**src/rtl/pipe_issue_sched_pkg.sv**
```systemverilog
// Shared types and constants for the pipeline issue scheduler.
package pipe_issue_pkg;

    // Opcodes of the 8-bit instruction word {op, rs1, rs2, rd}
    localparam logic [1:0] OP_NOP = 2'b00;
    localparam logic [1:0] OP_ADD = 2'b01;
    localparam logic [1:0] OP_SUB = 2'b10;
    localparam logic [1:0] OP_AND = 2'b11;

    // Field positions inside the instruction word
    localparam int OP_MSB  = 7;
    localparam int OP_LSB  = 6;
    localparam int RS1_MSB = 5;
    localparam int RS1_LSB = 4;
    localparam int RS2_MSB = 3;
    localparam int RS2_LSB = 2;
    localparam int RD_MSB  = 1;
    localparam int RD_LSB  = 0;

    typedef enum logic [1:0] {
        RUN     = 2'd0,
        DRAIN   = 2'd1,
        DRAINED = 2'd2
    } state_t;

    // In-flight tag travelling alongside an instruction
    typedef struct packed {
        logic valid;
        logic src;
    } tag_t;

endpackage

```
**src/rtl/pipe_issue_sched_if.sv**
```systemverilog
// Requester handshake bundle: two valid/inst/ready channels.
interface pipe_issue_sched_if;
    logic       req0_valid;
    logic [7:0] req0_inst;
    logic       req0_ready;
    logic       req1_valid;
    logic [7:0] req1_inst;
    logic       req1_ready;

    modport master (
        output req0_valid, req0_inst, req1_valid, req1_inst,
        input  req0_ready, req1_ready
    );

    modport slave (
        input  req0_valid, req0_inst, req1_valid, req1_inst,
        output req0_ready, req1_ready
    );
endinterface

```
**src/rtl/pipe_issue_sched_tracker.sv**
```systemverilog
// Three-stage tag shift register mirroring the ID/EX/WB pipeline stages.
module pipe_inflight_tracker
    import pipe_issue_pkg::*;
(
    input  logic clk,
    input  logic rst,
    input  tag_t load_tag,
    output tag_t wb_tag,
    output logic empty
);

    tag_t id_r;
    tag_t ex_r;
    tag_t wb_r;

    // Shift tags one stage per cycle; reset discards everything in flight
    always_ff @(posedge clk) begin
        if (rst) begin
            id_r <= 2'b00;
            ex_r <= 2'b00;
            wb_r <= 2'b00;
        end else begin
            id_r <= load_tag;
            ex_r <= id_r;
            wb_r <= ex_r;
        end
    end

    assign wb_tag = wb_r;
    // Only the WB instruction (retiring now) may remain: once it writes back at
    // the end of this cycle, all three stages are empty while issue is blocked.
    assign empty  = !id_r.valid && !ex_r.valid;

endmodule

```
**src/rtl/pipe_issue_sched.sv**
```systemverilog
// Round-robin instruction issue scheduler with retire tracking and drain handshake.
module pipe_issue_sched
    import pipe_issue_pkg::*;
#(
    parameter int         CNT_W    = 16,
    parameter logic [7:0] NOP_INST = 8'h00
) (
    input  logic               clk,
    input  logic               rst,
    pipe_issue_sched_if.slave  req,
    input  logic               drain_req,
    output logic               drained,
    output logic [7:0]         pipe_inst,
    output logic               retire_valid,
    output logic               retire_src,
    output logic [CNT_W-1:0]   retire_cnt0,
    output logic [CNT_W-1:0]   retire_cnt1
);

    localparam logic [CNT_W-1:0] CNT_MAX = {CNT_W{1'b1}};
    localparam logic [CNT_W-1:0] CNT_ONE = {{(CNT_W-1){1'b0}}, 1'b1};

    state_t           state_r;
    state_t           next_state_s;
    logic             last_grant_r;
    logic             grant0_s;
    logic             grant1_s;
    logic [7:0]       pipe_inst_r;
    logic             drained_r;
    logic [CNT_W-1:0] cnt0_r;
    logic [CNT_W-1:0] cnt1_r;
    tag_t             load_tag_s;
    tag_t             wb_tag_s;
    logic             empty_s;

    // Round-robin arbitration; nothing is granted outside RUN or while drain is requested
    always_comb begin
        grant0_s = 1'b0;
        grant1_s = 1'b0;
        if ((state_r == RUN) && !drain_req) begin
            if (req.req0_valid && (!req.req1_valid || last_grant_r)) begin
                grant0_s = 1'b1;
            end else begin
                grant0_s = 1'b0;
            end
            if (req.req1_valid && (!req.req0_valid || !last_grant_r)) begin
                grant1_s = 1'b1;
            end else begin
                grant1_s = 1'b0;
            end
        end else begin
            grant0_s = 1'b0;
            grant1_s = 1'b0;
        end
    end

    assign req.req0_ready   = grant0_s;
    assign req.req1_ready   = grant1_s;
    assign load_tag_s.valid = grant0_s | grant1_s;
    assign load_tag_s.src   = grant1_s;

    // Drain FSM next-state logic
    always_comb begin
        next_state_s = state_r;
        case (state_r)
            RUN: begin
                if (drain_req) next_state_s = DRAIN;
                else           next_state_s = RUN;
            end
            DRAIN: begin
                if (empty_s) next_state_s = DRAINED;
                else         next_state_s = DRAIN;
            end
            DRAINED: begin
                if (!drain_req) next_state_s = RUN;
                else            next_state_s = DRAINED;
            end
            default: next_state_s = RUN;
        endcase
    end

    // State, grant history, issued instruction and drained flag
    always_ff @(posedge clk) begin
        if (rst) begin
            state_r      <= RUN;
            last_grant_r <= 1'b1;
            pipe_inst_r  <= NOP_INST;
            drained_r    <= 1'b0;
        end else begin
            state_r   <= next_state_s;
            drained_r <= (next_state_s == DRAINED);
            if (grant0_s) begin
                last_grant_r <= 1'b0;
                pipe_inst_r  <= req.req0_inst;
            end else if (grant1_s) begin
                last_grant_r <= 1'b1;
                pipe_inst_r  <= req.req1_inst;
            end else begin
                pipe_inst_r  <= NOP_INST;
            end
        end
    end

    // Saturating per-source retire counters, updated the cycle after WB
    always_ff @(posedge clk) begin
        if (rst) begin
            cnt0_r <= {CNT_W{1'b0}};
            cnt1_r <= {CNT_W{1'b0}};
        end else begin
            if (wb_tag_s.valid && !wb_tag_s.src && (cnt0_r != CNT_MAX)) begin
                cnt0_r <= cnt0_r + CNT_ONE;
            end
            if (wb_tag_s.valid && wb_tag_s.src && (cnt1_r != CNT_MAX)) begin
                cnt1_r <= cnt1_r + CNT_ONE;
            end
        end
    end

    pipe_inflight_tracker u_tracker (
        .clk      (clk),
        .rst      (rst),
        .load_tag (load_tag_s),
        .wb_tag   (wb_tag_s),
        .empty    (empty_s)
    );

    assign pipe_inst    = pipe_inst_r;
    assign drained      = drained_r;
    assign retire_valid = wb_tag_s.valid;
    assign retire_src   = wb_tag_s.src;
    assign retire_cnt0  = cnt0_r;
    assign retire_cnt1  = cnt1_r;

endmodule

```
**src/flat_wrapper.sv**
```systemverilog
// flat-port wrapper written by rule: the top's interface ports become plain ports
module pipe_issue_sched_flat import pipe_issue_pkg::*;
#(
    parameter int         CNT_W    = 16,
    parameter logic [7:0] NOP_INST = 8'h00
)
  (clk, rst, drain_req, drained, pipe_inst, retire_valid, retire_src, retire_cnt0, retire_cnt1, req_req0_valid, req_req0_inst, req_req1_valid, req_req1_inst, req_req0_ready, req_req1_ready);
  pipe_issue_sched_if req_i ();
  input  logic clk;
  input  logic rst;
  input  logic drain_req;
  output logic drained;
  output logic [7:0] pipe_inst;
  output logic retire_valid;
  output logic retire_src;
  output logic [CNT_W-1:0] retire_cnt0;
  output logic [CNT_W-1:0] retire_cnt1;
  input wire logic [$bits(req_i.req0_valid)-1:0] req_req0_valid;
  input wire logic [$bits(req_i.req0_inst)-1:0] req_req0_inst;
  input wire logic [$bits(req_i.req1_valid)-1:0] req_req1_valid;
  input wire logic [$bits(req_i.req1_inst)-1:0] req_req1_inst;
  output wire logic [$bits(req_i.req0_ready)-1:0] req_req0_ready;
  output wire logic [$bits(req_i.req1_ready)-1:0] req_req1_ready;
  assign req_i.req0_valid = req_req0_valid;
  assign req_i.req0_inst = req_req0_inst;
  assign req_i.req1_valid = req_req1_valid;
  assign req_i.req1_inst = req_req1_inst;
  assign req_req0_ready = req_i.req0_ready;
  assign req_req1_ready = req_i.req1_ready;
  pipe_issue_sched #(.CNT_W(CNT_W), .NOP_INST(NOP_INST)) u_core (.clk(clk), .rst(rst), .req(req_i), .drain_req(drain_req), .drained(drained), .pipe_inst(pipe_inst), .retire_valid(retire_valid), .retire_src(retire_src), .retire_cnt0(retire_cnt0), .retire_cnt1(retire_cnt1));
endmodule
```
**config.mk**
```make
export PLATFORM = sky130hd
export DESIGN_NAME = pipe_issue_sched_flat
export DESIGN_NICKNAME = d
export VERILOG_FILES = /design/src/rtl/pipe_issue_sched_pkg.sv /design/src/rtl/pipe_issue_sched_if.sv /design/src/rtl/pipe_issue_sched_tracker.sv /design/src/rtl/pipe_issue_sched.sv /design/src/flat_wrapper.sv
export SDC_FILE = /design/constraint.sdc
export NUM_CORES = 1
export LEC_CHECK = 0
export BUFFER_PORTS_ARGS = -buffer_cell sky130_fd_sc_hd__buf_2
export CORE_MARGIN = 2
export CORE_UTILIZATION = 37
export CTS_CLUSTER_DIAMETER = 200
export DETAILED_ROUTE_END_ITERATION = 7
export SETUP_SLACK_MARGIN = 0.05
export SLEW_MARGIN = 40
export SYNTH_ARGS = -nofsm -noshare
export SYNTH_HDL_FRONTEND = slang
export SYNTH_SLANG_ARGS = --single-unit
```
**constraint.sdc**
```tcl
create_clock -name clk -period 3.2 [get_ports clk]
set_input_delay 0.48 -clock clk [delete_from_list [all_inputs] [get_ports clk]]
set_output_delay 0.48 -clock clk [all_outputs]
set_load 0.005 [all_outputs]
```
# [Word-level counts from Yosys, hierarchy flattened]
# Index checks and enable logic that the tools add are counted.
[totals] inputBits=21 register_bits=50
[op_classes] n_addsub=2 eq_ne=5 bitwise=1 reduce_logical=19 n_mux=12
[ops] cell="adder 16 x 1 -> 16 bit (second input constant)" n=2
[ops] cell="!= test 16 bit (second input constant)" n=2
[ops] cell="two-way mux 8 bit" n=2
[ops] cell="logical AND 1 bit" n=8
[ops] cell="logical NOT 1 bit" n=7
[ops] cell="two-way mux 1 bit" n=7
[ops] cell="one-hot mux 2 bit (3 select lines)" n=1
[ops] cell="equality test 2 bit (second input constant)" n=2
[ops] cell="two-way mux 2 bit" n=2
[ops] cell="equality test 2 x 1 -> 1 bit (second input constant)" n=1
[ops] cell="logical NOT 2 bit" n=1
[ops] cell="logical OR 1 bit" n=2
[ops] cell="nonzero test 2 bit" n=1
[ops] cell="bitwise OR 1 bit" n=1

# [Depth between registers and ports, before layout]
[logic_depth] ltp_word=7 depth_mapped=6 mapped_depth_nobuf=5

# [Hierarchy]
# A second synthesis with hierarchy kept.
[hier_totals] cells_unflattened=254 area_unflattened_um2=2351.0
[by_module_without_submodules] mod="pipe_issue_sched" instances=1 seq_area_each_um2=880.8 cells_each=241 area_each_um2=2189.6
[by_module_without_submodules] mod="pipe_inflight_tracker" instances=1 seq_area_each_um2=120.1 cells_each=13 area_each_um2=161.4

# [Worst setup path after synthesis]
# OpenSTA, ideal clock, no wires.
[synth_path] path_type="register to register" from="reg u_core.cnt0_r[3] (netlist: u_core.retire_cnt0[3])" to="reg u_core.cnt0_r[11] (netlist: u_core.retire_cnt0[11])" setup_slack_ns=1.307 path_stages_with_launch=7 synth_period_minus_slack_ns=1.893 n_path_buf=2 arrival_ns=1.823 required_ns=3.130 setup_time_ns=0.070 cell_sequence="dfxtp_1 buf_2 clkinv_1 or4_4 buf_6 or4_1 a21oi_1"
[synth_via] elab_chain_len=2
[synth_rtl] item="from (decl)" line_no="pipe_issue_sched.sv:30" text="logic [CNT_W-1:0] cnt0_r;"
[synth_rtl] item="from (signal assigned)" line_no="pipe_issue_sched.sv:107" text="cnt0_r <= {CNT_W{1'b0}};"
[synth_rtl] item="from (signal assigned)" line_no="pipe_issue_sched.sv:111" text="cnt0_r <= cnt0_r + CNT_ONE;"
[synth_rtl] item="parallel branches: the longest is 2 deep, another holds adder 16 x 1 -> 16 bit"
# Parallel ways; which one is timed is not known.
# A chain may end at the register's enable or synchronous reset.

# [Final worst setup path]
[layout_path] from="reg u_core.cnt0_r[10] (netlist: u_core.retire_cnt0[10])" to="reg u_core.cnt0_r[15] (netlist: u_core.retire_cnt0[15])"
# Same word-level chain as after synthesis.

==> results.yml <==
timing:
  setup_viol: 0
  setup_repair_after_global_routing_missed_its_margin: "no"
  slew-limit-headroom_pct: 48.9
  final_number_of_max_transition_violations: 0
  achievable-frequency_mhz: 489
  tns_ps: 0
  fin_skew_ps: 7.62
  finalHoldViolations: 0
  fin_crit_sh_pct: 64.0
  final.min_clock_period_ps: 2050
  worst-slew-pin-transition_ps: 760
cts:
  postCtsSetupBuffers: 0
  clk_root_buffer_cell: "sky130_fd_sc_hd__clkbuf_8"
  cts.reportedPaths.clkPinSlew_ps: 100
  clk_lat_worst_skew_ps: 310
  numClockSinks: 50
  ctsHoldBuffers: 0
  clock_tree.htree_level_count: 2
  cts_repair_resize_count: 0
  ctsLongestPathBuffers: 2
  cts_made_buffers: 5
  cts_tree: "built"
flow_run:
  number_of_maximum_capacitance_constraint_violations: 0
global_route:
  largest_net_degree_at_the_start_of_global_routing: 48
  track_usage_pct: 15.7
  number_of_global_route_vias_before_repair: 1817
  antenna_violations_before_repair: 0
  grt_first_pass_wirelength_microns: 8350
  global_route.overflow_total: 0
yosys:
  most_area_consuming_cells_after_synthesis: "sky130_fd_sc_hd__dfxtp_1 (44%), sky130_fd_sc_hd__a21oi_1 (5.3%), sky130_fd_sc_hd__or4_1 (3.7%)"
  synth_top_area_share_pct: 44.3
  synth_edf_count: 0
  yosys.cell_count.top_type: "sky130_fd_sc_hd__dfxtp_1"
  synth-warning-count: 0
  post-synth-top-area-cell: "sky130_fd_sc_hd__dfxtp_1"
  yosys_most_used_dff: "sky130_fd_sc_hd__dfxtp_1"
  register_area_share_after_synthesis_pct: 44.3
  synth_top_cells_by_count: "sky130_fd_sc_hd__dfxtp_1 (50), sky130_fd_sc_hd__a21oi_1 (24)"
  netlist_area_sq_um: 2260
  synth_seq_cells: 50
  syn_inst: 254
  ys_types: 51
  syn-num-nets: 277
  avg_inst_size_synth_sq_um: 8.89
  async_flop_share_pct: 0
final_layout:
  drive_gt1_share_pct: 27.8
  finalInstanceArea_sq_um: 2760
  syn2layout_area_growth_pct: 22.2
  num-fill-cells: 600
  n_antenna_cell: 0
  nets: 338
critical_path:
  r2r_start: "u_core.retire_cnt0[10]"
  startpoint: "u_core.retire_cnt0[10]"
  cp-endpoint: "u_core.retire_cnt0[15]"
  cp_max_fo: 7
  r2r-end: "u_core.retire_cnt0[15]"
  reg2reg_slack_ps: 1150
  ff2ff_path_depth: 4
  end_kind: "flop"
  setup.worst_path.start_class: "flop"
  worst_ep_arrival_time_ps: 2280
  required_ps: 3440
  worstSetupPathType: "reg -> reg"
pwr:
  total_leakage_power_nw: 1.06
  power.density_cell_area_nw_per_um2: 417
  vdd.ir_drop.worst_mv: 0.238
hold_path:
  holdCritPathClass: "in -> reg"
  worstHoldStart: "req_req1_inst[6]"
drt:
  wl_per_cell_microns: 13.1
  number_of_nets_still_failing_antenna_checks_after_routing: 0
  dr.pass1.iters: 4
  detailedRoute.firstIterationViolations: 132
  num_vias: 2145
  vias_per_cell: 5.49
  post-route-drc-count: 0
  route.final.wire_length_microns: 5120
floorplanning:
  initial_core_util_pct: 38.1
  fp.dieArea_sq_um: 6740
  number_of_rows_created_at_floorplan: 28
  boundaryPins: 66
  core_area_sq_um: 5920
  die_w_microns: 82.1
  die-height_microns: 82.1
run_status:
  run_status: "finished clean"
placed_design:
  detailed_place_hpwl_microns: 3570
  gp_congestion: 0.794
  port_buffers: 65
  detailed_place.area_sq_um: 2640
placed cells by master, fill, tap and decap left out, types with 2 or more instances in the layout:
master | synthesis | final
sky130_fd_sc_hd__nor4_2 | 1 | 3
sky130_fd_sc_hd__a22o_1 | 6 | 6
sky130_fd_sc_hd__o31ai_1 | 10 | 10
sky130_fd_sc_hd__inv_1 | 4 | 4
sky130_fd_sc_hd__dfxtp_1 | 50 | 50
sky130_fd_sc_hd__nor3_1 | 5 | 5
sky130_fd_sc_hd__or3b_2 | 2 | 2
sky130_fd_sc_hd__or3_1 | 13 | 13
sky130_fd_sc_hd__a22oi_1 | 2 | 2
sky130_fd_sc_hd__o21ai_0 | 13 | 13
sky130_fd_sc_hd__nand2_1 | 13 | 13
sky130_fd_sc_hd__nand4_1 | 11 | 11
sky130_fd_sc_hd__buf_2 | 1 | 64
sky130_fd_sc_hd__a21oi_1 | 24 | 24
sky130_fd_sc_hd__nor2_1 | 13 | 13
sky130_fd_sc_hd__and3_1 | 3 | 3
sky130_fd_sc_hd__clkinvlp_4 | 0 | 2
sky130_fd_sc_hd__clkbuf_8 | 0 | 5
sky130_fd_sc_hd__nand2b_1 | 3 | 3
sky130_fd_sc_hd__nand3b_1 | 3 | 3
sky130_fd_sc_hd__buf_4 | 0 | 2
sky130_fd_sc_hd__nand3_1 | 9 | 9
sky130_fd_sc_hd__and4_1 | 2 | 2
sky130_fd_sc_hd__xor2_1 | 2 | 2
sky130_fd_sc_hd__or2_1 | 2 | 2
sky130_fd_sc_hd__or4_1 | 11 | 11
sky130_fd_sc_hd__a2111oi_0 | 2 | 2
sky130_fd_sc_hd__ha_1 | 2 | 2
sky130_fd_sc_hd__a211oi_1 | 4 | 4
sky130_fd_sc_hd__nor4_1 | 4 | 2
sky130_fd_sc_hd__nor2b_1 | 9 | 9
critical path: stages, from the launching register on:
cell                        delay (ps)
sky130_fd_sc_hd__dfxtp_1           440
sky130_fd_sc_hd__nand4_1           310
sky130_fd_sc_hd__nor4_1            760
sky130_fd_sc_hd__a2111oi_0         220
sky130_fd_sc_hd__a211oi_1          250
per-stage QoR:
step / util, % / hold WS (ps) / power (mW) / instances / setup WS, ps
global route: 46.6 / 356 / 1.20 / 391 / 942
global placement: 44.4 / 418 / 0.710 / 383 / 1230
detailed placement: 44.5 / 423 / 0.711 / 383 / 1190
finish: 46.6 / 372 / 1.15 / 391 / 1150
floorplan: - / 414 / 0.685 / 254 / 1310
CTS: 46.4 / 364 / 1.17 / 391 / 1160
per-layer routing:
metal | global-route usage [%] | part of all wire [%] | wire (microns) | vias up
li1 | - | - | - | 1096
met1 | 20.9 | 48 | 2450 | 984
met2 | 24.2 | 45 | 2320 | 60
met3 | 4.89 | 5.7 | 292 | 5
met4 | 5.00 | 1.1 | 55 | 0
met5 | 0 | 0 | 0 | -
report_power, final:
part / total (mW) / internal [mW] / switching, mW
Clock: 0.456 / 0.233 / 0.223
Sequential: 0.641 / 0.634 / 0.00698
Combinational: 0.0541 / 0.0270 / 0.0271
Total: 1.15 / 0.894 / 0.257
registers in the layout, summed over array words and instances, names as in the netlist:
register                 cells
u_core.drained               1
u_core.state_r               2
u_core.retire_cnt0          16
u_core.u_tracker.wb_tag      2
u_core.retire_cnt1          16
u_core.pipe_inst             8
u_core.u_tracker.id_r        2
u_core.u_tracker.ex_r        2
u_core.last_grant_r          1
logic make-up after synthesis:
family / Yosys count / synth area share (%)
flops: 50 / 44.3
buf+inv: 17 / 3.27
xor+xnor: 2 / 0.776
compound gates: 68 / 19.0
mux: 3 / 1.44
simple gates: 112 / 30.1
fa+ha+maj: 2 / 1.11
how the worst min path moves through the flow:
stage | cells past startpoint | slack [ps] | to
6_report | 2 | 370 | u_core.pipe_inst[6]
5_1_grt | 2 | 360 | u_core.pipe_inst[4]
4_1_cts | 2 | 360 | u_core.pipe_inst[3]
3_5_place_dp | 1 | 420 | u_core.u_tracker.wb_tag[0]
3_3_place_gp | 1 | 420 | u_core.u_tracker.ex_r[0]
2_1_floorplan | 1 | 410 | u_core.u_tracker.ex_r[0]
layout make-up:
cell class | instances | area (sq um) | share of cell area (%)
multi-input cells | 187 | 1190 | 43.3
flip-flops and latches | 50 | 1000 | 36.3
repair buffers | 66 | 335 | 12.2
well taps | 75 | 93.8 | 3.40
clock buffers | 5 | 68.8 | 2.50
clock inverters | 3 | 45.0 | 1.63
inverters | 5 | 18.8 | 0.681
No activity file was read; power rests on OpenSTA's default activity.
